### src/rtl/axis_pkg.sv
// Shared definitions for the AXI4-Stream buffer: the beat layout and the
// packet-mode encodings understood by axis_fifo_buf.
`ifndef AXIS_PKG_SV
`define AXIS_PKG_SV

// Beat layout {TDATA, TKEEP, TUSER, TLAST}; the macro lets each user pick its own widths.
`define AXIS_BEAT_T(DW, KW, UW) struct packed { logic [(DW)-1:0] data; logic [(KW)-1:0] keep; logic [(UW)-1:0] user; logic last; }

package axis_pkg;
  localparam int AXIS_STREAM = 32'd0;
  localparam int AXIS_PKT    = 32'd1;
endpackage

`endif

### src/rtl/axis_fifo_mem.sv
// Beat storage for axis_fifo_buf: DEPTH registers, one write port and one
// combinational read port. Contents are deliberately not reset.
module axis_fifo_mem #(
  parameter  int WIDTH = 8,
  parameter  int DEPTH = 4,
  localparam int PTR_W = $clog2(DEPTH)
) (
  input  logic             clk,
  input  logic             we,
  input  logic [PTR_W-1:0] waddr,
  input  logic [WIDTH-1:0] wdata,
  input  logic [PTR_W-1:0] raddr,
  output logic [WIDTH-1:0] rdata
);

  logic [WIDTH-1:0] mem_q [DEPTH];
  logic [WIDTH-1:0] mem_d [DEPTH];

  // Next contents: only the addressed entry can change.
  always_comb begin
    mem_d = mem_q;
    if (we) begin
      mem_d[waddr] = wdata;
    end else begin
      mem_d[waddr] = mem_q[waddr];
    end
  end

  // Storage registers.
  always_ff @(posedge clk) begin
    mem_q <= mem_d;
  end

  assign rdata = mem_q[raddr];

endmodule

### src/rtl/axis_fifo_buf.sv
// DEPTH-entry AXI4-Stream buffer with fill-level status and optional
// store-and-forward release on TLAST. Both ready/valid outputs come from flops.
module axis_fifo_buf
  import axis_pkg::*;
#(
  parameter  int DATA_W   = 64,
  parameter  int USER_W   = 1,
  parameter  int DEPTH    = 4,
  parameter  int PKT_MODE = AXIS_STREAM,
  localparam int KEEP_W   = DATA_W / 8,
  localparam int CNT_W    = $clog2(DEPTH + 1)
) (
  input  logic              ACLK,
  input  logic              ARESETn,
  input  logic              S_TVALID,
  output logic              S_TREADY,
  input  logic [DATA_W-1:0] S_TDATA,
  input  logic [KEEP_W-1:0] S_TKEEP,
  input  logic [USER_W-1:0] S_TUSER,
  input  logic              S_TLAST,
  output logic              M_TVALID,
  input  logic              M_TREADY,
  output logic [DATA_W-1:0] M_TDATA,
  output logic [KEEP_W-1:0] M_TKEEP,
  output logic [USER_W-1:0] M_TUSER,
  output logic              M_TLAST,
  output logic [CNT_W-1:0]  level,
  output logic [CNT_W-1:0]  pkt_level
);

  localparam int PTR_W = $clog2(DEPTH);
  localparam logic [CNT_W-1:0] LVL_ZERO = '0;
  localparam logic [CNT_W-1:0] LVL_ONE  = CNT_W'(1'b1);
  localparam logic [CNT_W-1:0] LVL_FULL = CNT_W'(DEPTH);
  localparam logic [PTR_W-1:0] PTR_ONE  = PTR_W'(1'b1);

  typedef `AXIS_BEAT_T(DATA_W, KEEP_W, USER_W) beat_t;
  localparam int BEAT_W = $bits(beat_t);

  logic [PTR_W-1:0] wr_ptr_q, wr_ptr_d, rd_ptr_q, rd_ptr_d;
  logic [CNT_W-1:0] level_q, level_d, pkt_level_q, pkt_level_d;
  logic             en_q, en_d;
  logic             s_tready_s, m_tvalid_s, wr_en_s, rd_en_s;
  beat_t            wr_beat_s, rd_beat_s;

  assign wr_beat_s = {S_TDATA, S_TKEEP, S_TUSER, S_TLAST};

  axis_fifo_mem #(
    .WIDTH(BEAT_W),
    .DEPTH(DEPTH)
  ) u_mem (
    .clk  (ACLK),
    .we   (wr_en_s),
    .waddr(wr_ptr_q),
    .wdata(wr_beat_s),
    .raddr(rd_ptr_q),
    .rdata(rd_beat_s)
  );

  // Handshakes; a full buffer releases data even without TLAST so long packets cannot deadlock.
  always_comb begin
    s_tready_s = en_q && (level_q != LVL_FULL);
    if (PKT_MODE == AXIS_PKT) begin
      m_tvalid_s = (level_q != LVL_ZERO) && ((pkt_level_q != LVL_ZERO) || (level_q == LVL_FULL));
    end else begin
      m_tvalid_s = (level_q != LVL_ZERO);
    end
    wr_en_s = S_TVALID && s_tready_s;
    rd_en_s = m_tvalid_s && M_TREADY;
  end

  // Pointer and counter updates.
  always_comb begin
    en_d     = 1'b1;
    wr_ptr_d = wr_en_s ? (wr_ptr_q + PTR_ONE) : wr_ptr_q;
    rd_ptr_d = rd_en_s ? (rd_ptr_q + PTR_ONE) : rd_ptr_q;
    case ({wr_en_s, rd_en_s})
      2'b10:   level_d = level_q + LVL_ONE;
      2'b01:   level_d = level_q - LVL_ONE;
      default: level_d = level_q;
    endcase
    case ({wr_en_s && S_TLAST, rd_en_s && rd_beat_s.last})
      2'b10:   pkt_level_d = pkt_level_q + LVL_ONE;
      2'b01:   pkt_level_d = pkt_level_q - LVL_ONE;
      default: pkt_level_d = pkt_level_q;
    endcase
  end

  // State registers; reset drops every stored beat at once.
  always_ff @(posedge ACLK or negedge ARESETn) begin
    if (!ARESETn) begin
      en_q        <= 1'b0;
      wr_ptr_q    <= '0;
      rd_ptr_q    <= '0;
      level_q     <= '0;
      pkt_level_q <= '0;
    end else begin
      en_q        <= en_d;
      wr_ptr_q    <= wr_ptr_d;
      rd_ptr_q    <= rd_ptr_d;
      level_q     <= level_d;
      pkt_level_q <= pkt_level_d;
    end
  end

  assign S_TREADY  = s_tready_s;
  assign M_TVALID  = m_tvalid_s;
  assign M_TDATA   = rd_beat_s.data;
  assign M_TKEEP   = rd_beat_s.keep;
  assign M_TUSER   = rd_beat_s.user;
  assign M_TLAST   = rd_beat_s.last;
  assign level     = level_q;
  assign pkt_level = pkt_level_q;

endmodule
### config.mk
export PLATFORM = sky130hd
export DESIGN_NAME = axis_fifo_buf
export DESIGN_NICKNAME = d
export VERILOG_FILES = /design/src/rtl/axis_pkg.sv /design/src/rtl/axis_fifo_mem.sv /design/src/rtl/axis_fifo_buf.sv
export SDC_FILE = /design/constraint.sdc
export NUM_CORES = 1
export LEC_CHECK = 0
export CORE_AREA = 2 2 193 195
export DETAILED_ROUTE_END_ITERATION = 10
export DIE_AREA = 0 0 195 197
export GPL_TIMING_DRIVEN = 0
export PLACE_DENSITY = 0.65
export SETUP_SLACK_MARGIN = 0.1
export SKIP_CTS_REPAIR_TIMING = 1
export SYNTH_ARGS = -nofsm -noshare
export SYNTH_HDL_FRONTEND = slang
export SYNTH_SLANG_ARGS = --single-unit
### constraint.sdc
create_clock -name ACLK -period 10.5 [get_ports ACLK]
set_input_delay 2.1 -clock ACLK [delete_from_list [all_inputs] [get_ports ACLK]]
set_output_delay 2.1 -clock ACLK [all_outputs]
set_load 0.05 [all_outputs]
* Word-level counts from Yosys, hierarchy flattened *
Index checks and enable logic that the tools add are counted.

storage, ports and cells
  register bits = 307
  bits in latches = 0
  RAM bits = 0
  ROM bits = 0
  input bits = 78
  output and inout port bits = 82
  word-level logic and storage cells = 47
  memories = 0

operators by class
  add/sub/neg operators = 6
  multipliers = 0
  div/mod/pow operators = 0
  order comparisons = 3
  equal/unequal tests = 5
  shifts and indexed selects = 0
  mux-type cells = 13
  bitwise logic cells = 2
  reduce and logical (&&, ||, !) cells = 9

operators by type and width
  operator             count
  $bwmux 296           2
  $mux 74              5
  $bmux 74 s2          2
  $mux 296             1
  $demux 74 s2         1
  $pmux 3 s2           2
  $add 3x1->3 const B  2
  $ge 3x3->1 const B   2
  $logic_and 1x1->1    6
  $not 2->3            2
  $sub 3x1->3 const B  2
  $add 2x1->2 const B  2
  $eq 2x1->1 const B   2
  $eq 2x2->1 const B   2
  $reduce_bool 2->1    2
  $lt 3x1->1 const B   1
  $ne 3x3->1 const B   1
  $reduce_bool 3->1    1

* Depth between registers and ports, before layout *
Gate-level depths: netlist of run 1.

  depth after elaboration = 7
  gate-level depth with buffers = 10

* By module *
Synthesis of run 1 repeated with hierarchy kept, for this count alone.

second synthesis, totals
  cell total of the unflattened synthesis = 1,178
  area, all modules = 15,170.8 µm²

by module, submodules not included
  module         instances  cells an instance  area an instance (µm²)  sequential area each (µm²)
  axis_fifo_mem  1          1,133              14,626.5                8,888.5
  axis_fifo_buf  1          45                 544.3                   275.3

* Worst setup path after synthesis of run 1 *
Ideal clock, no wire load.

  kind = reg2out
  from = register rd_ptr_q[0]
  to = output M_TDATA[14]
  arrival time = 1,713 ps
  data required time = 8,400 ps
  setup slack = 6,687 ps
  cell stages (with the launch flop) = 5
  path buffers = 3
  cell sequence = dfrtp_1 clkbuf_1 buf_2 buf_2 mux4_2

between the ends
  cells in the longest elaborated chain, start to end = 4

ends and longest elaborated chain
  element                                     RTL line              source
  start, declared                             axis_fifo_buf.sv:40   logic [PTR_W-1:0] wr_ptr_q, wr_ptr_d, rd_ptr_q, rd_ptr_d;
  start signal, assigned                      axis_fifo_buf.sv:100  rd_ptr_q <= rd_ptr_d;
  $not 2->3 (implied by the code)             axis_fifo_mem.sv:34   assign rdata = mem_q[raddr];
  $bmux 74 s2                                 axis_fifo_mem.sv:34
  $mux 74 (implied by the code) (2 in a row)  axis_fifo_mem.sv:34
  end, declared                               axis_fifo_buf.sv:23   output logic [DATA_W-1:0] M_TDATA,

No other way between the ends. The select of a mux whose other input is x is not followed.

* Worst setup path in the final report of run 1 *
  from = register rd_ptr_q[1]
  to = output M_TKEEP[2]

between the ends
  cells in the longest elaborated chain, start to end = 4

ends and longest elaborated chain
  element                                     RTL line             source
  $not 2->3 (implied by the code)             axis_fifo_mem.sv:34
  $bmux 74 s2                                 axis_fifo_mem.sv:34
  $mux 74 (implied by the code) (2 in a row)  axis_fifo_mem.sv:34
  end, declared                               axis_fifo_buf.sv:24  output logic [KEEP_W-1:0] M_TKEEP,

No other way between the ends. The select of a mux whose other input is x is not followed.

==> results.yml, run 1 <==
outcome:
  status: "finished clean"
clock_network:
  path_clk_slew_ps: 50
  cts-root-buf: "clkbuf_16"
  cts_sinks: 307
  cts_max_path_buffers: 3
  cts_tree: "yes"
  cts_buffers: 35
  worstSkewPairLatency_ps: 520
  htreeDepth: 2
synth:
  syn_area_per_cell_um2: 18.1
  synth.top_cells.by_count: "296 x a22o_1, 296 x edfxtp_1, 148 x mux4_2, 42 x buf_6, 27 x buf_2"
  ys_types: 26
  synth_nets: 983
  synth_compound_area_frac: 0.162
  netlist_instances: 897
  synth_edf_count: 296
  yosys.area.top_type: "edfxtp_1"
  synthFlopType: "edfxtp_1"
  ys_ff_latch: 307
  synthMuxAreaShare: 0.207
  synthSimpleGateAreaFrac: 0.00509
  yosys.area_share.xor_xnor: 0.00486
  synth_top_family_by_area: "multiplexers"
  synthTopCellsByArea: "edfxtp_1 55%, mux4_2 21%, a22o_1 16%, buf_6 2.9%, dfrtp_1 1.7%"
  synth_async_sr_flop_share: 0.0358
  yosys.area_share.adder: 0.00709
  synth_top_cell_area_share: 0.548
  ys_warn_count: 0
  syn-cell-area_um2: 16200
  synth-seq-area-share: 0.565
worst_setup_path:
  critPathCaptureType: "primary output"
  crit_chain: "clkbuf_1 > clkbuf_1 > mux4_2 > clkdlybuf4s50_1"
  rrSetupSlack_ps: 6880
  critPathCapture: "M_TKEEP[2]"
  slowest_stage: "clkdlybuf4s50_1"
  crit_type: "flop to primary output"
  cp_data_arrival_time_ps: 3420
  crit_required_ps: 8400
  timing.rr.end: "u_mem.mem_q[291]"
  critPathLaunch: "rd_ptr_q[1]"
  cp-start-kind: "flop"
  r2r_start: "wr_ptr_q[1]"
  max_stage_delay_ps: 820
  crit_path_max_fanout: 10
  reg2regPathDepth: 9
  crit_top_cell: "clkbuf_1"
die:
  ioPinCount: 160
  die_y_um: 197
  die_w_um: 195
  core_area_um2: 36300
  num_rows: 70
  initial_core_util: 0.448
  die_area_um2: 38400
layout:
  drive_gt1_frac: 0.256
  final_util: 0.542
  nets: 1183
  fin_cells: 1591
  fillers: 2966
  num_antenna_cells: 0
  area_growth_pct: 21.0
placement:
  placed_cells: 1528
  place.gp.congestion: 0.734
  pre_cts_ws_ps: 5550
  dpl.hpwl_mm: 27.0
  io_buffers: 159
timing:
  rsz0062_at_grt: "no"
  fin_crit_ps: 5520
  maxSlewViolCount: 0
  setup_violations: 0
  hold_violations: 0
  finalCritPeriodShare: 0.525
  slew_headroom: 0.445
  worstMarginPinSlew_ps: 833
  skew_ps: 14.6
  setup_slack_ps: 4980
  max_freq_mhz: 181
  fin_tns_setup_ps: 0
routing:
  vias_per_cell: 6.43
  drtIter0Drc: 836
  drt_pass1_iterations: 5
  ant_nets: 0
  wl_mm: 43.8
  wire_per_inst_um: 27.5
  drc: 0
  dr_total_vias: 10200
global_routing:
  grt_use_total: 0.227
  grt_max_degree: 49
  grt_pass1_wl_mm: 64.7
  antenna_found_initial: 0
  first_global_vias: 10700
  grt-ovfl-total: 0
worst_hold_path:
  hp-class: "flop to flop"
run:
  max_cap_violations: 0
## per-layer routing
layer,GRT usage,up-vias,routed length [µm]
li1,-,4393,-
met1,0.300,5395,17500
met2,0.394,391,22400
met3,0.0375,53,3000
met4,0.0554,0,795
met5,0,-,0
## per-stage QoR
stage | hold slack, ps | instance area, µm²
floorplan | 779 | 16200
global placement | 468 | 18400
detailed placement | 460 | 18600
CTS | 479 | 19600
global route | 522 | 19600
finish | 468 | 19600
## state kept, by name, indices dropped and copies added (netlist names)
name / count
rd_ptr_q: 2
u_mem.mem_q: 296
level: 3
pkt_level: 3
wr_ptr_q: 2
en_q: 1
## final cells by class
cell class              instances  area [µm²]  area share
well taps                     468         586      0.0298
multi-input cells             484        6330       0.322
plain buffers                  99         766      0.0390
repair buffers                163        1690      0.0859
flip-flops and latches        307        9160       0.466
clock inverters                18         114     0.00580
clock buffers                  45         976      0.0497
inverters                       7        26.3     0.00134
## worst max-delay path: cells and delay by family, from the launching register on
| family | cells | cell delay [ps] |
|---|---|---|
| buffers and inverters | 3 | 2130 |
| flip-flops | 1 | 390 |
| multiplexers | 1 | 390 |
## cell usage in the layout (no fill, tap or decap), drive strengths merged
master         Yosys  routed
mux2i              1       1
a21boi             4       4
nor2               2       2
nand2              1       1
xnor2              5       5
bufinv             0       1
clkbuf            16      61
inv                7       7
and2               4       4
conb               1       1
edfxtp           296     296
a22o             296     296
clkdlybuf4s50      0     159
o31a               1       1
fa                 2       2
xor2               4       4
or3b               1       1
mux4             148     148
dfrtp             11      11
mux2               2       2
clkinv             0      15
or3                1       1
buf               83      87
and3               5       5
ha                 6       6
clkinvlp           0       2
## cell families (layout without fill, tap and decap cells)
family	Yosys count	count (layout)
AOI/OAI and AO/OA	301	301
xor gates and xnor gates	9	9
adders and majority gates	8	8
buffers and inverters	106	332
DFF	307	307
muxes	151	151
other	1	1
and+or+nand+nor	14	14
## worst min-delay path by stage
stage                 start            to  slack, ps  cells after the start
2_1_floorplan  pkt_level[2]  pkt_level[2]        780                      1
3_3_place_gp   pkt_level[2]  pkt_level[2]        470                      1
3_5_place_dp   pkt_level[2]  pkt_level[2]        460                      1
4_1_cts        pkt_level[2]  pkt_level[2]        480                      1
5_1_grt        pkt_level[2]  pkt_level[2]        520                      1
6_report       pkt_level[2]  pkt_level[2]        470                      1
Power of run 1 is left out: the tool's default activity adds up to more than one toggle a clock period on the data nets, which glitch-free logic cannot reach.
==> run 2: changes to the inputs <==
Clock period 10.5 ns to 5.27 ns, I/O delays scaled along.
==> results of run 2 <==
Same layout as run 1 (identical final DEF). Status: finished clean.
Among the figures that moved: setup slack after placement 5550 ps -> 1360 ps; setup slack after layout 4980 ps -> 799 ps; register-to-register setup slack 6880 ps -> 1650 ps
Power of run 2 is left out for the same reason.
==> RTL change 1, RTL diff (settings of run 2) <==
Make the reset (`ARESETn`) synchronous in one clocked block.
--- a/src/rtl/axis_fifo_buf.sv
+++ b/src/rtl/axis_fifo_buf.sv
@@ -89,3 +89,3 @@
   // State registers; reset drops every stored beat at once.
-  always_ff @(posedge ACLK or negedge ARESETn) begin
+  always_ff @(posedge ACLK) begin
     if (!ARESETn) begin
Check against the original RTL: differs if ARESETn is asserted again (counterexample within 4 cycles, from zero or initial values and one cycle with ARESETn low); with ARESETn held inactive, the same outputs for 4 cycles.
==> RTL change 1 against run 2 <==
Sequential cell count unchanged; area after synthesis decreased by 1.4%; synthesized cell count increased by 1.7%; sequential share of layout area about the same; critical path depth unchanged; wire length increased by 0.96%; clock skew increased by 0.0088 ns; final area decreased by 0.66%; setup slack improved by 0.0033 ns.
==> RTL change 1: results (changes against run 2) <==
.. list-table::
   :header-rows: 1

   * - Metric
     - Value
   * - Result of the run
     - completed
   * - Reg-to-reg endpoint
     - u_mem.mem_q[218]$_DFFE_PP_
   * - Overall routing resource usage
     - 23.0% (+0.36 points)
   * - Setup clock skew after layout
     - 0.0234 ns (+0.00883 ns)
   * - Routability congestion estimate from global placement
     - 0.738 (+0.57%)
   * - Number of instances in the placed design
     - 1543 (+0.98%)
   * - Average wire per standard cell
     - 27.4 um (-0.23%)
   * - Placement Cell Area
     - 18300 um^2 (-1.2%)
   * - Iteration-0 DRC Markers
     - 895 (+7.1%)
   * - Wirelength, routed
     - 44.2 mm (+0.96%)
   * - Share of synthesized flip-flops with an asynchronous set or reset
     - 0% (-3.6 points)
   * - Post-route cell area
     - 19500 um^2 (-0.66%)
   * - HP Start
     - pkt_level[2]$_SDFFE_PN0P_
   * - Peak ir drop on the vdd network
     - 0.000359 V
   * - Hold worst-path end
     - pkt_level[2]$_SDFFE_PN0P_
   * - Number of cells on the worst hold path
     - 2 (+1)
   * - Wire length on met3
     - 3.21 mm (+7.2%)
   * - Placed wire-length estimate
     - 27.1 mm (+0.44%)
   * - Worst slack after detailed placement
     - 1.29 ns (-0.0726 ns)
   * - Sum of met2 wire segment lengths after detailed routing
     - 22.2 mm (-1.2%)
   * - Wire length of the first global-routing pass
     - 66.4 mm (+2.6%)
   * - Syn nets
     - 998 (+1.5%)
   * - Slew at the pin with the worst max-slew slack
     - 0.793 ns (-0.0397 ns)
   * - Synthesized netlist cell count
     - 912 (+1.7%)
   * - Number of global-route vias before repair
     - 10900 (+1.7%)
   * - Crit path DAT
     - 3.41 ns (about the same)
   * - Vias per inst
     - 6.55 (+1.8%)
   * - Distinct cell type count after synthesis
     - 30 (+15%)
   * - Net count reported at finish
     - 1199 (+1.4%)
   * - Number of antenna violations at the first check in global routing
     - 1 (+1)
   * - Total routed wire length on the met1 layer
     - 17.9 mm (+2.1%)
   * - Register-to-register setup slack
     - 1.41 ns (-0.24 ns)
   * - Number of filler cells placed in the layout
     - 2993 (+0.91%)
   * - Top cells by instance count after synthesis
     - a22o_1, edfxtp_1, mux4_2
   * - Startpoint of the most critical register-to-register path
     - wr_ptr_q[1]$_SDFFE_PN0N_
   * - Slowest stage cell, crit path
     - clkdlybuf4s50_1
   * - Dominant cells by area after synthesis
     - edfxtp_1, mux4_2, a22o_1, buf_2, dfxtp_1
   * - Top layer in use
     - met4
   * - Number of clock buffers inserted by TritonCTS
     - 36 (+2.9%)
   * - Portion of the post-synthesis area used by sequential elements
     - 56.9% (+0.44 points)
[RTL change 1: changes by cell type after synthesis, moves of 4 or more]
cell / before / now
a21oi_1: 0 / 5
buf_2: 27 / 60
buf_6: 42 / 9
dfrtp_1: 11 / 0
dfxtp_1: 0 / 11
nor2_1: 2 / 7
o21ai_0: 0 / 4
[RTL change 1: cell type report]
| type | instances | share of cell area [%] |
|---|---|---|
| tap | 468 | 3.00 |
| buffer | 100 | 2.83 |
| antenna | 2 | 0.0256 |
| timing repair buffer | 163 | 8.68 |
| clock buffer | 46 | 5.08 |
| multi-input combinational | 498 | 32.7 |
| sequential | 307 | 46.7 |
| inverter | 7 | 0.135 |
| clock inverter | 19 | 0.917 |
[RTL change 1: worst reg2reg max path, stage by stage (launching register included)]
cell and delay (ns):
dfxtp_1 0.56, buf_1 0.63, buf_1 0.56, inv_1 0.23, ha_4 0.45, buf_12 0.30, and3_1 0.17, buf_2 0.22
buf_2 0.26, a22o_1 0.22
[RTL change 1: logic make-up (layout without fill, tap and decap cells)]
logic type	Yosys count	after routing	synth area share [%]
AND/OR/NAND/NOR	24	24	0.805
buffers and inverters	107	335	3.61
multiplexers	149	149	20.9
XOR/XNOR	6	6	0.328
flip-flops	307	307	56.9
adder cells (fa/ha/maj)	8	8	0.719
AO/OA/AOI/OAI	311	311	16.8
other	0	2	0
[RTL change 1: worst max path at each step]
stage                                             to                     start  cells after the start  slack, ns
after floorplan           u_mem.mem_q[100]$_DFFE_PP_  wr_ptr_q[0]$_SDFFE_PN0N_                      9       1.55
after global placement    u_mem.mem_q[214]$_DFFE_PP_  wr_ptr_q[1]$_SDFFE_PN0N_                      8      -0.80
after detailed placement                  M_TKEEP[1]  rd_ptr_q[1]$_SDFFE_PN0N_                      4       1.29
after CTS                                 M_TKEEP[1]  rd_ptr_q[1]$_SDFFE_PN0N_                      4       0.72
after global routing                      M_TKEEP[1]  rd_ptr_q[1]$_SDFFE_PN0N_                      4       0.72
final                                     M_TKEEP[1]  rd_ptr_q[1]$_SDFFE_PN0N_                      4       0.80
[RTL change 1: power groups by stage]
stage	combinational, mW	sequential (mW)	clock, mW
6_report	4.37	3.21	2.48
5_1_grt	4.58	3.25	2.61
4_1_cts	4.40	3.21	2.51
3_5_place_dp	4.39	3.26	0
3_3_place_gp	4.35	3.26	0
2_1_floorplan	3.04	3.25	0
[RTL change 1: routing by layer]
layer | vias up | GRT usage (%)
met4 | 0 | 6.11
met2 | 464 | 39.4
li1 | 4453 | -
met1 | 5563 | 30.9
met3 | 65 | 3.59
met5 | - | 0
[RTL change 1: per-stage QoR]
step | TNS, ns | hold WS, ns
2_1_floorplan | 0 | 0.544
3_3_place_gp | -156.98 | 0.472
3_5_place_dp | 0 | 0.492
4_1_cts | 0 | 0.499
5_1_grt | 0 | 0.540
6_report | 0 | 0.501
==> RTL change 2, RTL diff (flow settings as in run 2) <==
Made on the original files. Set the parameter `DATA_W` to 56 (it was 64).
--- a/src/rtl/axis_fifo_buf.sv
+++ b/src/rtl/axis_fifo_buf.sv
@@ -5,3 +5,3 @@
 #(
-  parameter  int DATA_W   = 64,
+  parameter  int DATA_W   = 56,
   parameter  int USER_W   = 1,
Ports: changed (resized M_TDATA, M_TKEEP, S_TDATA and S_TKEEP); port bits go from 160 to 142. The function was not compared with the original's and may differ.
==> RTL change 2 against run 2 <==
Hold slack about the same; first-iteration DRC count is 0.96% higher; sequential share of layout area down 0.28 points; final area is 11% lower; area after synthesis is 12% lower; wire length fell by 10%; count of clock-buffer cells in the layout did not move; sequential cell count is 36 lower; maximum frequency fell by 0.22%; setup slack worse by 0.010 ns; critical endpoint is now M_TDATA[41].
Power is not shown: default switching activity piles up to over one toggle a cycle in this logic, so the estimate is an artifact.
==> RTL change 2: results (changes against run 2) <==
.. list-table::
   :header-rows: 1

   * - Metric
     - Value
   * - Fraction of final layout cells with drive strength greater than 1
     - 25.6% (+0.046 points)
   * - Port Buffer Count
     - 141 (-11%)
   * - Multiplexer fraction of the synthesized cell area
     - 20.7% (-0.021 points)
   * - Wirelength, routed
     - 39.2 mm (-10%)
   * - Reg-to-reg endpoint
     - u_mem.mem_q[90]$_DFFE_PP_
   * - Register-to-register setup slack
     - 2.01 ns (+0.36 ns)
   * - Placed wire-length estimate
     - 24.2 mm (-10%)
   * - Result of the run
     - completed
   * - Iteration-0 DRC Markers
     - 844 (+0.96%)
   * - Overall routing resource usage
     - 20.1% (-2.6 points)
   * - Later-pin clock latency in the skew report
     - 0.56 ns (+0.04 ns)
   * - Number of enable flip-flop cells after synthesis
     - 260 (-12%)
   * - Number of flip-flops under the largest register name
     - 260 (-12%)
   * - Startpoint of the most critical register-to-register path
     - wr_ptr_q[0]$_DFFE_PN0N_
   * - Number of filler cells placed in the layout
     - 3102 (+4.6%)
   * - Portion of the post-synthesis area used by sequential elements
     - 56.6% (+0.10 points)
   * - Routability congestion estimate from global placement
     - 0.738 (+0.50%)
   * - Slew at the pin with the worst max-slew slack
     - 0.807 ns (-0.0257 ns)
   * - Syn nets
     - 872 (-11%)
   * - Dominant cells by area after synthesis
     - edfxtp_1, mux4_2, a22o_1, buf_6, dfrtp_1
   * - Net count reported at finish
     - 1050 (-11%)
   * - CTS H-tree depth
     - 1 (-1)
   * - Synth Area in Adders
     - 0.805% (+0.096 points)
   * - Synth Area in Compound Gates
     - 16.2% (about the same)
   * - Number of global-route vias before repair
     - 9303 (-13%)
   * - Number of antenna violations at the first check in global routing
     - 2 (+2)
   * - Hold_ws
     - 0.468 ns (+0.000205 ns)
   * - Wire length of the first global-routing pass
     - 57.8 mm (-11%)
   * - Routed vias
     - 9128 (-11%)
   * - Timing endpoint of the critical path
     - M_TDATA[41]
   * - Synthesized-area fraction occupied by xor and xnor cells
     - 0.552% (+0.066 points)
[RTL change 2: cell types whose count changed after synthesis, sizes merged]
cell    change
a22o       -36
edfxtp     -36
mux4       -18
buf         -8
clkbuf      -4
[RTL change 2: worst min path at each step]
| stage | start | to | cells after the start |
|---|---|---|---|
| 4_1_cts | pkt_level[2]$_DFFE_PN0P_ | pkt_level[2]$_DFFE_PN0P_ | 1 |
| 5_1_grt | pkt_level[2]$_DFFE_PN0P_ | pkt_level[2]$_DFFE_PN0P_ | 1 |
| 6_report | pkt_level[2]$_DFFE_PN0P_ | pkt_level[2]$_DFFE_PN0P_ | 1 |
| 3_5_place_dp | pkt_level[2]$_DFFE_PN0P_ | pkt_level[2]$_DFFE_PN0P_ | 1 |
| 3_3_place_gp | pkt_level[2]$_DFFE_PN0P_ | pkt_level[2]$_DFFE_PN0P_ | 1 |
| 2_1_floorplan | ARESETn | en_q$_DFF_PN0_ | 0 |
[RTL change 2: metal layers]
metal / part of all wire (%) / up-vias / GRT usage (%)
li1: - / 3878 / -
met1: 42 / 4802 / 28.3
met2: 49 / 385 / 32.9
met3: 7.0 / 61 / 2.72
met4: 2.1 / 2 / 5.68
met5: 0.031 / - / 0
[RTL change 2: cells by family after synthesis]
kind of cell | Yosys count
other cells | 1
flops | 271
mux | 133
simple gates | 14
fa+ha+maj | 8
xor+xnor | 9
buf+inv | 94
compound gates | 265
[RTL change 2: through the flow]
stage          cells  cell area (um^2)  setup WS, ns
2_1_floorplan    795             14300          1.80
3_3_place_gp    1404             16300        -0.219
3_5_place_dp    1408             16400          1.36
4_1_cts         1464             17400         0.745
5_1_grt         1465             17400         0.650
6_report        1465             17400         0.789
[RTL change 2: layout make-up]
class                      instances  area (um^2)  area share (%)
timing repair buffer             145         1510            8.69
sequential                       271         8080            46.4
antenna                            1         2.50          0.0144
clock buffer                      45          878            5.04
buffer                            87          627            3.60
tap                              468          586            3.36
clock inverter                    11          109           0.624
multi-input combinational        430         5610            32.2
inverter                           7         26.3           0.151
